<file path="config.mk">
export PLATFORM = sky130hd
export DESIGN_NAME = sync_fifo
export DESIGN_NICKNAME = d
export VERILOG_FILES = /design/src/rtl/sync_fifo.sv
export SDC_FILE = /design/constraint.sdc
export NUM_CORES = 1
export LEC_CHECK = 0
export BUFFER_PORTS_ARGS = -buffer_cell sky130_fd_sc_hd__buf_4
export CORE_ASPECT_RATIO = 0.75
export CORE_MARGIN = 2
export CORE_UTILIZATION = 26
export DETAILED_ROUTE_END_ITERATION = 10
export HOLD_SLACK_MARGIN = 0.05
export PLACE_DENSITY = 0.43
export SETUP_SLACK_MARGIN = 0.2
export SLEW_MARGIN = 15
export SYNTH_ARGS = -nofsm -noshare
export SYNTH_HDL_FRONTEND = slang
export SYNTH_SLANG_ARGS = --single-unit
</file>
<file path="constraint.sdc">
create_clock -name clk -period 3.3 [get_ports clk]
set_input_delay 0.165 -clock clk [delete_from_list [all_inputs] [get_ports clk]]
set_output_delay 0.165 -clock clk [all_outputs]
set_load 0.02 [all_outputs]
</file>
<file path="src/rtl/sync_fifo.sv">
// sync_fifo: single-clock FIFO of 2**FIFO_DEPTH_BITS words of DATA_BITS each.
// Pointers carry one extra wrap bit so full and empty can be told apart
// without a separate occupancy counter. Read data is registered; a write
// into an empty FIFO is never bypassed to dataOut.
module sync_fifo #(
    parameter int DATA_BITS       = 8,
    parameter int FIFO_DEPTH_BITS = 3
) (
    input  logic                 clk,
    input  logic                 rst_n,
    input  logic                 we,
    input  logic [DATA_BITS-1:0] dataIn,
    output logic                 wfull,
    input  logic                 re,
    output logic [DATA_BITS-1:0] dataOut,
    output logic                 rempty,
    output logic                 busy
);

    localparam int DEPTH = 1 << FIFO_DEPTH_BITS;
    localparam int PW    = FIFO_DEPTH_BITS + 1;

    // Handshake: a read is accepted when re is high and the FIFO is not empty.
    // A write is accepted when we is high and the FIFO is not full, or when a
    // read is accepted in the same cycle (the read frees the slot the write fills).
    // Requests that are not accepted are dropped with no side effect.

    logic [PW-1:0]        wptr_q, wptr_d;
    logic [PW-1:0]        rptr_q, rptr_d;
    logic [DATA_BITS-1:0] dout_q, dout_d;
    logic [DATA_BITS-1:0] mem_q [DEPTH];
    logic [DATA_BITS-1:0] mem_d [DEPTH];

    logic                 empty_c;
    logic                 full_c;
    logic                 rd_acc;
    logic                 wr_acc;
    logic [FIFO_DEPTH_BITS-1:0] waddr;
    logic [FIFO_DEPTH_BITS-1:0] raddr;

    // Status flags and accept decisions, purely from the current pointers.
    always_comb begin
        waddr   = wptr_q[FIFO_DEPTH_BITS-1:0];
        raddr   = rptr_q[FIFO_DEPTH_BITS-1:0];
        empty_c = (wptr_q == rptr_q);
        full_c  = (waddr == raddr) && (wptr_q[PW-1] != rptr_q[PW-1]);
        rd_acc  = re && !empty_c;
        wr_acc  = we && (!full_c || rd_acc);
    end

    // Next-state for pointers, read data register and storage array.
    always_comb begin
        wptr_d = wptr_q;
        rptr_d = rptr_q;
        dout_d = dout_q;
        mem_d  = mem_q;
        if (wr_acc) begin
            mem_d[waddr] = dataIn;
            wptr_d       = wptr_q + PW'(1);
        end
        if (rd_acc) begin
            // Reads the pre-edge array, so on full+simultaneous write the
            // oldest word is returned, not the one being written.
            dout_d = mem_q[raddr];
            rptr_d = rptr_q + PW'(1);
        end
    end

    // Pointer and read-data registers; reset discards contents logically.
    always_ff @(posedge clk or negedge rst_n) begin
        if (!rst_n) begin
            wptr_q <= '0;
            rptr_q <= '0;
            dout_q <= '0;
        end else begin
            wptr_q <= wptr_d;
            rptr_q <= rptr_d;
            dout_q <= dout_d;
        end
    end

    // Storage array; not reset since empty pointers make old words unreachable.
    always_ff @(posedge clk) begin
        mem_q <= mem_d;
    end

    // Drive outputs from registered state.
    always_comb begin
        wfull   = full_c;
        rempty  = empty_c;
        busy    = !empty_c;
        dataOut = dout_q;
    end

endmodule

</file>
; ---- Word level (Yosys, flattened, before mapping)
; Index checks and enable logic that the tools add are counted.
[op_classes]
n_lt_le_gt_ge = 3
bitwise_logic = 2
n_mux = 6
mul = 0
reduce_logical = 7
eq_ne = 3
shifts = 0
n_div = 0
addsub = 2
[ops]
columns = op, count
row1 = bitwise mux 64 bit, 1
row2 = binary-select mux 8 bit (select 3 bit), 1
row3 = demux 8 bit (select 3 bit), 1
row4 = 2-to-1 mux 8 bit, 3
row5 = adder 4 x 1 -> 4 bit (second input constant), 2
row6 = greater-or-equal comparator 4 bit (second input constant), 2
row7 = inverter 3 -> 4 bit, 2
row8 = == test 4 bit, 1
row9 = logical AND 1 bit, 4
row10 = less-than comparator 4 x 1 -> 1 bit (second input constant), 1
row11 = == test 3 bit, 1
row12 = logical NOT 1 bit, 2
row13 = logical OR 1 bit, 1
row14 = inequality test 1 bit, 1
[totals]
out_inout_bits = 11
romBits = 0
word_cells = 34
latchBits = 0
reg_bits = 80
ram_bits = 0
input_bits = 12
mem_count = 0

; ---- Longest topological paths before layout
; Gate-level depths: netlist of run 1.
[depth]
ltp_word = 6
depth_mapped = 7
ltp_nobuf = 4

; ---- Least setup slack after synthesis of run 1
; OpenSTA, ideal clock, no wires.
[synth_path]
path_type = flip-flop to flip-flop
start = register wptr_q[0]
end = register mem_q[56] in the netlist's numbering, enable pin
path_buffers = 1
setup_ns = 0.395
stages_incl_launch_ff = 6
t_arrival_ns = 1.749
setup_slack_ns = 1.156
synth_period_minus_slack_ns = 2.144
required_ns = 2.905
cell_sequence = dfrtp_1 > buf_2 > xnor2_2 > nand4_2 > o21ai_4 > nor4_1
[synth_between]
elab_chain_len = 5
elab_cells_between_ends = 8
classes_between = eq/ne: 2 / reduce/logical: 6
[synth_rtl]
columns = element, line
row1 = "start, declared", 28  ; logic [PW-1:0] wptr_q, wptr_d;
row2 = "start signal, assigned", 76  ; wptr_q <= wptr_d;
row3 = == test 4 bit / == test 3 bit (equally long branches), "45, 46"
row4 = logical NOT 1 bit / logical AND 1 bit (equally long branches), "47, 46"
row5 = logical AND 1 bit / logical NOT 1 bit (equally long branches), "47, 48"
row6 = logical OR 1 bit *, 48  ; wr_acc = we && (!full_c || rd_acc);
row7 = logical AND 1 bit *, 48
row8 = "end signal, assigned", 84  ; mem_q <= mem_d;
row9 = "end, declared", 31  ; logic [DATA_BITS-1:0] mem_q [DEPTH];
; Mark *: on every way between the ends. The rest lies on a longest branch, timed or not.
; A chain may end at the register's enable or synchronous reset.

; ---- Worst setup path in the final report of run 1
[layout_path]
start = register wptr_q[0]
end = register mem_q[39] in the netlist's numbering, enable pin
; Same word-level chain as after synthesis.

==> results of run 1 <==
[metrics by stage]
step                total power [mW]  area (sq um)  worst slack (ns)
CTS                             3.67          3890             0.792
detailed placement              2.68          3580             0.810
global route                    3.83          3890              1.03
global placement                2.68          3580             0.903
floorplan                       2.31          3220              1.16
finish                          3.62          3890              1.19
[sequential cells by signal (all words and copies together), names as in the netlist]
name and count:
wptr_q 4, dataOut 8, mem_q 64, rptr_q 4
[routing by layer]
layer | vias up | global-route usage | wire, um
met5 | - | 0 | 0
met4 | 0 | 0.0422 | 91
met3 | 7 | 0.0389 | 215
met2 | 27 | 0.149 | 2790
met1 | 797 | 0.169 | 3640
li1 | 725 | - | -
[kinds of logic after synthesis]
group / Yosys count
buffers and inverters: 13
DFF: 80
AOI/OAI and AO/OA: 13
adders and majority gates: 2
xor gates and xnor gates: 11
and+or+nand+nor: 25
muxes: 26
[repair_timing]
| action | 4_1_cts | 5_1_grt |
|---|---|---|
| endpoints found under the hold margin | 16 | 0 |
| hold buffers | 1 | 0 |
| buffers inserted | 0 | 0 |
| gates resized for setup | 0 | 0 |
[worst paths after layout]
check | endpoint | from
hold reg to reg | dataOut[0]$_DFFE_PN0P_ | dataOut[0]$_DFFE_PN0P_
setup / recovery | mem_q[39]$_DFFE_PP_ | wptr_q[0]$_DFFE_PN0P_
max in group asynchronous | rptr_q[0]$_DFFE_PN0P_ | rst_n
hold / removal | mem_q[23]$_DFFE_PP_ | dataIn[7]
setup reg to reg | mem_q[39]$_DFFE_PP_ | wptr_q[0]$_DFFE_PN0P_
min in group asynchronous | dataOut[5]$_DFFE_PN0P_ | rst_n
[layout make-up]
class,count,area share
inverter,4,0.00386
clock buffer,13,0.0643
clock inverter,3,0.0109
timing repair buffer,30,0.0585
sequential,80,0.597
tap,166,0.0534
multi-input combinational,77,0.212
[power breakdown]
group          internal (mW)  switching (mW)  leakage [nW]  total (mW)
combinational          0.538           0.639         0.475        1.18
sequential              1.32           0.132         0.772        1.45
clock                  0.606           0.381         0.140       0.987
[Yosys cell counts]
master                     number
sky130_fd_sc_hd__nor2_2         1
sky130_fd_sc_hd__a41o_1         1
sky130_fd_sc_hd__clkbuf_1       1
sky130_fd_sc_hd__mux4_2        16
sky130_fd_sc_hd__mux2i_1        8
sky130_fd_sc_hd__ha_1           2
sky130_fd_sc_hd__nor3_1         4
sky130_fd_sc_hd__mux2_4         1
sky130_fd_sc_hd__mux2_1         1
sky130_fd_sc_hd__o211ai_1       2
sky130_fd_sc_hd__dfrtp_1       16
sky130_fd_sc_hd__buf_6          4
sky130_fd_sc_hd__xor2_1         3
sky130_fd_sc_hd__o21ai_4        1
sky130_fd_sc_hd__xnor2_2        2
sky130_fd_sc_hd__xnor2_1        6
sky130_fd_sc_hd__and3_1         1
sky130_fd_sc_hd__nand2b_1       1
sky130_fd_sc_hd__nor4_1         1
sky130_fd_sc_hd__buf_2          3
sky130_fd_sc_hd__edfxtp_1      64
sky130_fd_sc_hd__inv_1          4
sky130_fd_sc_hd__nand2_1       10
sky130_fd_sc_hd__nand3_1        1
sky130_fd_sc_hd__or2b_1         1
sky130_fd_sc_hd__nand4_2        1
sky130_fd_sc_hd__o21ai_1        2
sky130_fd_sc_hd__o21ai_0        7
sky130_fd_sc_hd__nand4_1        1
sky130_fd_sc_hd__buf_4          1
sky130_fd_sc_hd__nor2_1         3
==> results.ini, run 1 <==
[global_route]
grt.total_usage=0.113
initial_antenna_violation_count=0
grt_max_degree=20
first_pass_grt_wire_length_mm=10.4
first_global_vias=1618
gr-total-overflow=0

[timing]
hold-worst-slack_ns=0.0815
final_max_slew_violation_count=0
max_frequency_ghz=0.473
final-hold-violation-count=0
setup_viol_count_final=0
min_period_over_period=0.640
grt_setup_unrepaired=no
fin_setup_tns_ns=0
worst_slew_margin_rel=0.476
layout_min_cycle_time_ns=2.11
timing.clock.skew_ns=0.00569
worst_pin_slew_ns=0.783

[setup_path]
critPathKind=reg2reg
worst_reg2reg_path_length_in_cells=4
cpPeakStageDelay_ns=0.66
crit_path_cell_trace=xnor2_2, nand4_2, o211ai_1, nor2_1
setup.worst_path.end_class=flip-flop
cp_max_fo=9
worst-endpoint-required_ns=3.26
crit_arrival_ns=2.07
cp.buffers_inverters=0
critical-path-top-delay-family=simple AND/OR/NAND/NOR gates
critical_path_depth=4
critical-path-slowest-cell=sky130_fd_sc_hd__nor2_1
rrSetupSlack_ns=1.19
cp-start-kind=flip-flop

[power_and_ir_drop]
p_per_area_mw_per_mm2=930
static-leakage-power_nw=1.39
vdd_ir_drop_max_v=0.000284

[logic_synthesis]
yosys.area.top_type_share=0.596
ys_ff_latch=80
synth_simple_gate_area_frac=0.0388
post_synth_mux_area_share=0.145
yosys.cell_types.count=31
netlist_top_cells_area=sky130_fd_sc_hd__edfxtp_1 60%, sky130_fd_sc_hd__dfrtp_1 12%, sky130_fd_sc_hd__mux4_2 11%, sky130_fd_sc_hd__mux2i_1 2.5%, sky130_fd_sc_hd__xnor2_1 1.6%
synth_area_sq_mm=0.00322
synth-compound-area-share=0.0268
yosysSeqAreaShare=0.720
yosys.area_share.adder=0.00776
synth_top_family_by_area=multiplexers
synth_xor_xnor_area_share=0.0345
post-synth-top-area-cell=sky130_fd_sc_hd__edfxtp_1
synth_cells=170
postSynthNetCount=184
yosysWarningCount=0
synth_area_per_cell_sq_um=19.0

[routing]
post_drt_via_cell_ratio=4.17
route.vias.total=1556
ant_nets=0
wirelength_mm=6.74
drt-wirelength-per-cell_um=18.1
drt_iter0_drc=132
number_of_detailed_route_iterations_in_the_first_pass=4
post-route-drc-count=0

[placement]
io_buffers=22
gpl.final_weighted_congestion=0.711
post_dp_hpwl_mm=4.39
placedCellCount=356

[clocking]
worst_skew_pair_later_pin_latency_ns=0.34
clock_tree_from_tritoncts=built
numClockSinks=80
cts-htree-levels=3
cts_made_buffers=9
cts_buffer_depth=2
cts_root_buf=sky130_fd_sc_hd__clkbuf_16
cts.reportedPaths.clkPinSlew_ns=0.06

[final_layout]
layout.core_utilization=0.320
nNetsFinal=216
most_common_library_cell_in_the_layout_ignoring_fill_and_taps=sky130_fd_sc_hd__edfxtp_1
layout.cells.non_filler=373
final.fill_count=1235
antenna_cells_inserted=0
drive_above_1_share=0.319
multi_input_area_sq_um=826
final-seq-area_sq_mm=0.00232
mostFrequentLayoutCells=64 x sky130_fd_sc_hd__edfxtp_1, 29 x sky130_fd_sc_hd__buf_4, 16 x sky130_fd_sc_hd__mux4_2, 16 x sky130_fd_sc_hd__dfrtp_1, 10 x sky130_fd_sc_hd__nand2_1
syn2layout_area_growth_pct=20.7

[floorplanning]
fp.coreArea_sq_mm=0.0122
dieWidth_um=133
initial_standard_cell_utilization_of_the_core=0.265
placementRows=35
io_pins=23
chipHeight_um=100
die_area_sq_mm=0.0133

[run_status]
outcome=complete, no violations

[run]
timing.max_cap.violations=0

[worst_hold_path]
holdCritPathClass=in2reg
min_path_cells=1

Note: power is estimated with default switching activity, not from simulation.
==> run 2, diff against run 1 <==
--- a/config.mk
+++ b/config.mk
@@ -11,7 +11,7 @@
 export CORE_UTILIZATION = 26
 export DETAILED_ROUTE_END_ITERATION = 10
 export HOLD_SLACK_MARGIN = 0.05
-export PLACE_DENSITY = 0.43
+export PLACE_DENSITY = 0.44
 export SETUP_SLACK_MARGIN = 0.2
 export SLEW_MARGIN = 15
 export SYNTH_ARGS = -nofsm -noshare
==> constraint.sdc (replaced) <==
create_clock -name clk -period 1.8 [get_ports clk]
set_input_delay 0.09 -clock clk [delete_from_list [all_inputs] [get_ports clk]]
set_output_delay 0.09 -clock clk [all_outputs]
set_load 0.02 [all_outputs]
==> run 2 against run 1 <==
Die area unchanged. Hold slack better by 0.018 ns. Sequential cell count did not move. First-iteration DRC count is 49% lower. Via count up 15%. Largest power group is now combinational logic.
==> results.ini, run 2 (synthesis results as in run 1) <==
[setup_path]
crit-reg2reg-capture=mem_q[31]$_DFFE_PP_
critical-path-slowest-cell=sky130_fd_sc_hd__dfrtp_2
cp-start-kind=flip-flop
critPathKind=reg2reg
cp_common_cell=sky130_fd_sc_hd__buf_6
worst_reg2reg_path_length_in_cells=7  ; +3
rrSetupSlack_ns=0.11  ; -1.07 ns
cp_max_fo=8  ; -1
critical-path-top-delay-family=buffers and inverters
r2r-start=rptr_q[2]$_DFFE_PN0P_
cpPeakStageDelay_ns=0.44  ; -0.22 ns
setup.worst_path.end_class=flip-flop
cp.buffers_inverters=3  ; +3
worst-endpoint-required_ns=1.89  ; -1.37 ns
crit_path_cell_trace=xnor2_4, nand4_4, buf_6, o21ai_4, buf_6, nor3_4, buf_12
crit_arrival_ns=1.78  ; -0.29 ns

[final_layout]
nNetsFinal=260  ; +20%
mostFrequentLayoutCells=64 x sky130_fd_sc_hd__edfxtp_1, 39 x sky130_fd_sc_hd__buf_4, 17 x sky130_fd_sc_hd__buf_6
syn2layout_area_growth_pct=41.8
largest_register=mem_q
most_common_library_cell_in_the_layout_ignoring_fill_and_taps=sky130_fd_sc_hd__edfxtp_1
antenna_cells_inserted=0  ; unchanged
drive_above_1_share=0.486  ; +0.167
largest_register_ffs=64  ; unchanged

[timing]
layout_min_cycle_time_ns=1.69  ; -0.426 ns
worst_pin_slew_ns=0.248  ; -0.535 ns
final_max_slew_violation_count=0  ; unchanged
max_frequency_ghz=0.593  ; +25%
worst_slack_ns=0.113  ; -1.07 ns
setup_viol_count_final=0  ; unchanged
timing.clock.skew_ns=0.00456  ; -0.00112 ns
fin_setup_tns_ns=0  ; unchanged
grt_setup_unrepaired=yes
min_period_over_period=0.937  ; +0.297
worst_slew_margin_rel=0.833  ; +0.357
final-hold-violation-count=0  ; unchanged

[clocking]
clock_tree_from_tritoncts=built
cts_root_buf=sky130_fd_sc_hd__clkbuf_16
cts.reportedPaths.clkPinSlew_ns=0.06  ; about the same
cts-htree-levels=3  ; unchanged
cts_buffer_depth=2  ; unchanged
cts_made_buffers=9  ; unchanged
numClockSinks=80  ; unchanged
worst_skew_pair_later_pin_latency_ns=0.33  ; about the same

[global_route]
grt_max_degree=19  ; -5.0%
initial_antenna_violation_count=0  ; unchanged
first_global_vias=1896  ; +17%
gr-total-overflow=0  ; unchanged
grt.total_usage=0.117  ; +0.00404
first_pass_grt_wire_length_mm=11.2  ; +7.0%

[placement]
io_buffers=22  ; unchanged
gpl.final_weighted_congestion=0.691  ; -2.9%
place_worst_setup_slack_ns=-0.0684  ; -0.878 ns
post_dp_hpwl_mm=4.26  ; -2.9%

[floorplanning]
chipHeight_um=100  ; unchanged
dieWidth_um=133  ; unchanged
fp.coreArea_sq_mm=0.0122  ; unchanged
placementRows=35  ; unchanged
die_area_sq_mm=0.0133  ; unchanged
initial_standard_cell_utilization_of_the_core=0.265  ; unchanged
io_pins=23  ; unchanged

[routing]
route.vias.total=1783  ; +15%
drt-wirelength-per-cell_um=17.2  ; -4.5%
wirelength_mm=7.19  ; +6.7%
post-route-drc-count=0  ; unchanged
drt_iter0_drc=67  ; -49%
post_drt_via_cell_ratio=4.28  ; +2.5%
number_of_detailed_route_iterations_in_the_first_pass=4  ; unchanged
ant_nets=0  ; unchanged

[run]
timing.max_cap.violations=0  ; unchanged

[run_status]
outcome=complete, no violations

[power_and_ir_drop]
p_per_area_mw_per_mm2=1720  ; +85%
report.power.total_mw=7.84  ; +120%
vdd_ir_drop_max_v=0.000749  ; +160%
static-leakage-power_nw=1.67  ; +21%

[worst_hold_path]
min_path_cells=3  ; +2
holdCritPathClass=in2reg
hold_start=we
worstHoldEndpoint=wptr_q[2]$_DFFE_PN0P_

-- run 2: area by class of cell --
cell class                 instances  area (sq um)
clock buffer                      13           260
fill                            1170          7600
timing repair buffer              74           767
clock inverter                     3          16.3
multi-input combinational         77           975
tap                              166           208
inverter                           4          15.0
sequential                        80          2330
-- run 2: metrics by stage --
step	area [sq um]	instances	utilization	hold slack [ns]
after floorplan	3330	170	-	-0.206
after global placement	3800	369	0.312	-0.0196
after detailed placement	3800	369	0.312	-0.0170
after CTS	4430	412	0.364	0.0842
after global routing	4570	417	0.375	0.129
final	4570	417	0.375	0.0993
-- run 2: routing by layer --
metal	share of wire	track usage	wire, um
met4	0.010	0.0372	72
met2	0.46	0.185	3330
met3	0.040	0.0348	289
met1	0.49	0.155	3500
met5	0	0	0
-- run 2: timing repair --
item | in CTS | in global routing
pin swaps | 8 | 5
hold endpoints to repair | 80 | 0
hold buffers | 9 | 0
cloned | 1 | 2
setup buffers | 17 | 3
gates resized for setup | 29 | 16
endpoints found under the setup margin | 77 | 80
-- run 2: tightest hold or removal path, delay by kind of cell --
kind | cells | cell delay, ns
compound gates | 1 | 0.10
xor+xnor | 1 | 0.07
buf+inv | 1 | 0.13
-- run 2: power breakdown --
group / leakage (nW) / switching (mW) / internal (mW)
combinational: 0.773 / 1.61 / 1.91
sequential: 0.767 / 0.211 / 2.44
clock: 0.133 / 0.673 / 1.00
-- run 2: how the worst max path moves through the flow --
stage / to / cells past startpoint / startpoint
finish: mem_q[31]$_DFFE_PP_ / 7 / rptr_q[2]$_DFFE_PN0P_
global route: mem_q[34]$_DFFE_PP_ / 7 / rptr_q[0]$_DFFE_PN0P_
CTS: mem_q[10]$_DFFE_PP_ / 7 / rptr_q[2]$_DFFE_PN0P_
detailed placement: mem_q[52]$_DFFE_PP_ / 4 / rptr_q[2]$_DFFE_PN0P_
global placement: mem_q[36]$_DFFE_PP_ / 4 / rptr_q[2]$_DFFE_PN0P_
floorplan: mem_q[16]$_DFFE_PP_ / 5 / rptr_q[0]$_DFFE_PN0P_
==> run 3, diff against run 2 <==
--- a/config.mk
+++ b/config.mk
@@ -8,10 +8,11 @@
 export BUFFER_PORTS_ARGS = -buffer_cell sky130_fd_sc_hd__buf_4
 export CORE_ASPECT_RATIO = 0.75
 export CORE_MARGIN = 2
-export CORE_UTILIZATION = 26
+export CORE_UTILIZATION = 56
+export CTS_BUF_LIST = sky130_fd_sc_hd__clkbuf_4
 export DETAILED_ROUTE_END_ITERATION = 10
 export HOLD_SLACK_MARGIN = 0.05
-export PLACE_DENSITY = 0.44
+export PLACE_DENSITY = 0.8
 export SETUP_SLACK_MARGIN = 0.2
 export SLEW_MARGIN = 15
 export SYNTH_ARGS = -nofsm -noshare
==> run 3 against run 2 <==
The flow now finishes with violations (setup timing). Clock-buffer cell count fell by 1. Critical path type unchanged. Largest power group unchanged. Hold slack got worse by 0.015 ns. Non-clock buffer count grew 3. Routed wire length increased by 10%.
==> results.ini, run 3 (synthesis results as in run 1) <==
[routing]
drt_iter0_drc=163  ; +140%
number_of_detailed_route_iterations_in_the_first_pass=4  ; unchanged
post_drt_via_cell_ratio=5.91  ; +38%
ant_nets=0  ; unchanged
route.vias.total=1943  ; +9.0%
post-route-drc-count=0  ; unchanged
wirelength_mm=7.94  ; +10%
drt-wirelength-per-cell_um=24.1  ; +40%

[final_layout]
largest_register=mem_q
layout.core_utilization=0.813  ; +0.437
final.fill_count=234  ; -80%
antenna_cells_inserted=0  ; unchanged
mostFrequentLayoutCells=64 x sky130_fd_sc_hd__edfxtp_1, 40 x sky130_fd_sc_hd__buf_4, 19 x sky130_fd_sc_hd__buf_6
layout.cells.non_filler=329  ; -21%
most_common_library_cell_in_the_layout_ignoring_fill_and_taps=sky130_fd_sc_hd__edfxtp_1
layout.cell_area.non_filler_sq_mm=0.00442  ; -3.3%
drive_above_1_share=0.551  ; +0.0651
nNetsFinal=263  ; +1.2%
largest_register_ffs=64  ; unchanged
syn2layout_area_growth_pct=37.1

[setup_path]
cp_common_cell=sky130_fd_sc_hd__buf_6
cp-start-kind=flip-flop
critical-path-slowest-cell=sky130_fd_sc_hd__dfrtp_2
crit_path_cell_trace=xnor2_4, nand4_4, buf_6, o211ai_1, buf_4, buf_6, nor2_4, buf_12
worst-endpoint-required_ns=2.01  ; +0.12 ns
cp_max_fo=8  ; unchanged
setup.worst_path.end_class=flip-flop
critical-path-top-delay-family=buffers and inverters
critPathKind=reg2reg
cpPeakStageDelay_ns=0.48  ; +0.04 ns
crit_arrival_ns=2.19  ; +0.41 ns
cp.buffers_inverters=4  ; +1

[global_route]
grtUsageMet2=0.411  ; +0.226
grt_max_usage_layer=met2
first_pass_grt_wire_length_mm=11.2  ; +0.87%
initial_antenna_violation_count=0  ; unchanged
grt.total_usage=0.250  ; +0.133
grt_max_degree=20  ; +1
grt_use_met3=0.0652  ; +0.0304
first_global_vias=1943  ; +2.5%
global_route.usage.met1=0.328  ; +0.173
gr-total-overflow=0  ; unchanged

[placement]
placedCellCount=276  ; -25%
post_dp_cell_area_sq_mm=0.00366  ; -3.7%
gpl.final_weighted_congestion=0.783  ; +13%
io_buffers=22  ; unchanged
post_dp_hpwl_mm=4.02  ; -5.6%

[floorplanning]
die_area_sq_mm=0.00638  ; -52%
fp.coreArea_sq_mm=0.00544  ; -55%
chipHeight_um=69.7  ; -31%
dieWidth_um=91.6  ; -31%
placementRows=23  ; -34%
initial_standard_cell_utilization_of_the_core=0.593  ; +0.328
io_pins=23  ; unchanged

[power_and_ir_drop]
vdd_ir_drop_max_v=0.00106  ; +42%
report.power.total_mw=7.58  ; -3.4%
static-leakage-power_nw=1.66  ; -1.1%
p_per_area_mw_per_mm2=1710  ; about the same

[timing]
fin_setup_tns_ns=-3.83  ; -3.83 ns
setup_viol_count_final=54  ; +54
worst_slack_ns=-0.185  ; -0.298 ns
grt_setup_unrepaired=yes
timing.clock.skew_ns=0.0254  ; +0.0209 ns
worst_pin_slew_ns=0.574  ; +0.326 ns
final_max_slew_violation_count=0  ; unchanged
layout_min_cycle_time_ns=1.99  ; +0.298 ns
max_frequency_ghz=0.504  ; -15%
min_period_over_period=1.10  ; +0.165
final-hold-violation-count=0  ; unchanged
worst_slew_margin_rel=0.616  ; -0.217

[run_status]
outcome=complete, but fails checks
violations=setup timing

[clocking]
cts.reportedPaths.clkPinSlew_ns=0.14  ; +0.08 ns
cts_made_buffers=9  ; unchanged
cts-htree-levels=3  ; unchanged
clock_tree_from_tritoncts=built
cts_buffer_depth=2  ; unchanged
numClockSinks=80  ; unchanged
cts_root_buf=sky130_fd_sc_hd__clkbuf_4
worst_skew_pair_later_pin_latency_ns=0.45  ; +0.12 ns

[run]
timing.max_cap.violations=0  ; unchanged

[worst_hold_path]
holdCritPathClass=in2reg

## run 3: changes by cell type in the layout (fill, tap and decap cells not counted), moves of 3 or more
cell and change:
sky130_fd_sc_hd__nand2_4 +3, sky130_fd_sc_hd__clkbuf_4 +12, sky130_fd_sc_hd__clkbuf_16 -10, sky130_fd_sc_hd__nand2_1 -8, sky130_fd_sc_hd__o21ai_2 +6, sky130_fd_sc_hd__dlygate4sd3_1 +3, sky130_fd_sc_hd__nand2_2 +5, sky130_fd_sc_hd__o21ai_1 -5
## run 3: stage by stage
| step | setup WS (ns) | hold WS, ns |
|---|---|---|
| after floorplan | 0.100 | -0.206 |
| after global placement | -0.0483 | -0.0360 |
| after detailed placement | -0.118 | -0.0267 |
| after CTS | 0.00417 | 0.0604 |
| after global routing | -0.245 | 0.0789 |
| final | -0.185 | 0.0847 |
## run 3: worst paths after layout
kind,startpoint,endpoint,slack (ns),cells past startpoint
worst max-delay path,rptr_q[1]$_DFFE_PN0P_,mem_q[16]$_DFFE_PP_,-0.19,8
worst min-delay path,re,wptr_q[2]$_DFFE_PN0P_,0.08,3
worst max register to register,rptr_q[1]$_DFFE_PN0P_,mem_q[16]$_DFFE_PP_,-0.19,8
worst min register to register,dataOut[7]$_DFFE_PN0P_,dataOut[7]$_DFFE_PN0P_,0.52,2
max in group asynchronous,rst_n,wptr_q[2]$_DFFE_PN0P_,0.70,3
min in group asynchronous,rst_n,dataOut[3]$_DFFE_PN0P_,0.59,3
## run 3: tightest hold or removal path, cell delays in order
cell and delay (ns):
sky130_fd_sc_hd__buf_4 0.15, sky130_fd_sc_hd__o211ai_1 0.11, sky130_fd_sc_hd__xnor2_1 0.15
## run 3: power by group
group	switching (mW)	leakage, nW	internal, mW
logic	1.74	0.803	1.88
registers	0.299	0.767	2.43
clock network	0.618	0.0852	0.607
total	2.66	1.66	4.92
## run 3: what timing repair did
| action | CTS | global route |
|---|---|---|
| setup endpoints to repair | 78 | 80 |
| gates cloned | 0 | 1 |
| pin swaps | 11 | 23 |
| hold endpoints to repair | 81 | 0 |
| buffers inserted | 17 | 7 |
| hold buffers | 12 | 0 |
| gates resized for setup | 28 | 43 |
## run 3: area by class of cell
cell class	count	area [sq um]	area share
tap	75	93.8	0.0212
multi-input combinational	77	1060	0.241
inverter	4	17.5	0.00396
clock inverter	4	71.3	0.0161
clock buffer	12	90.1	0.0204
sequential	80	2330	0.527
timing repair buffer	77	754	0.171
## run 3: per-layer routing
metal  vias up  share of wire
li1        818              -
met1      1034           0.40
met2        73           0.50
met3        18          0.076
met4         0          0.020
met5         -              0
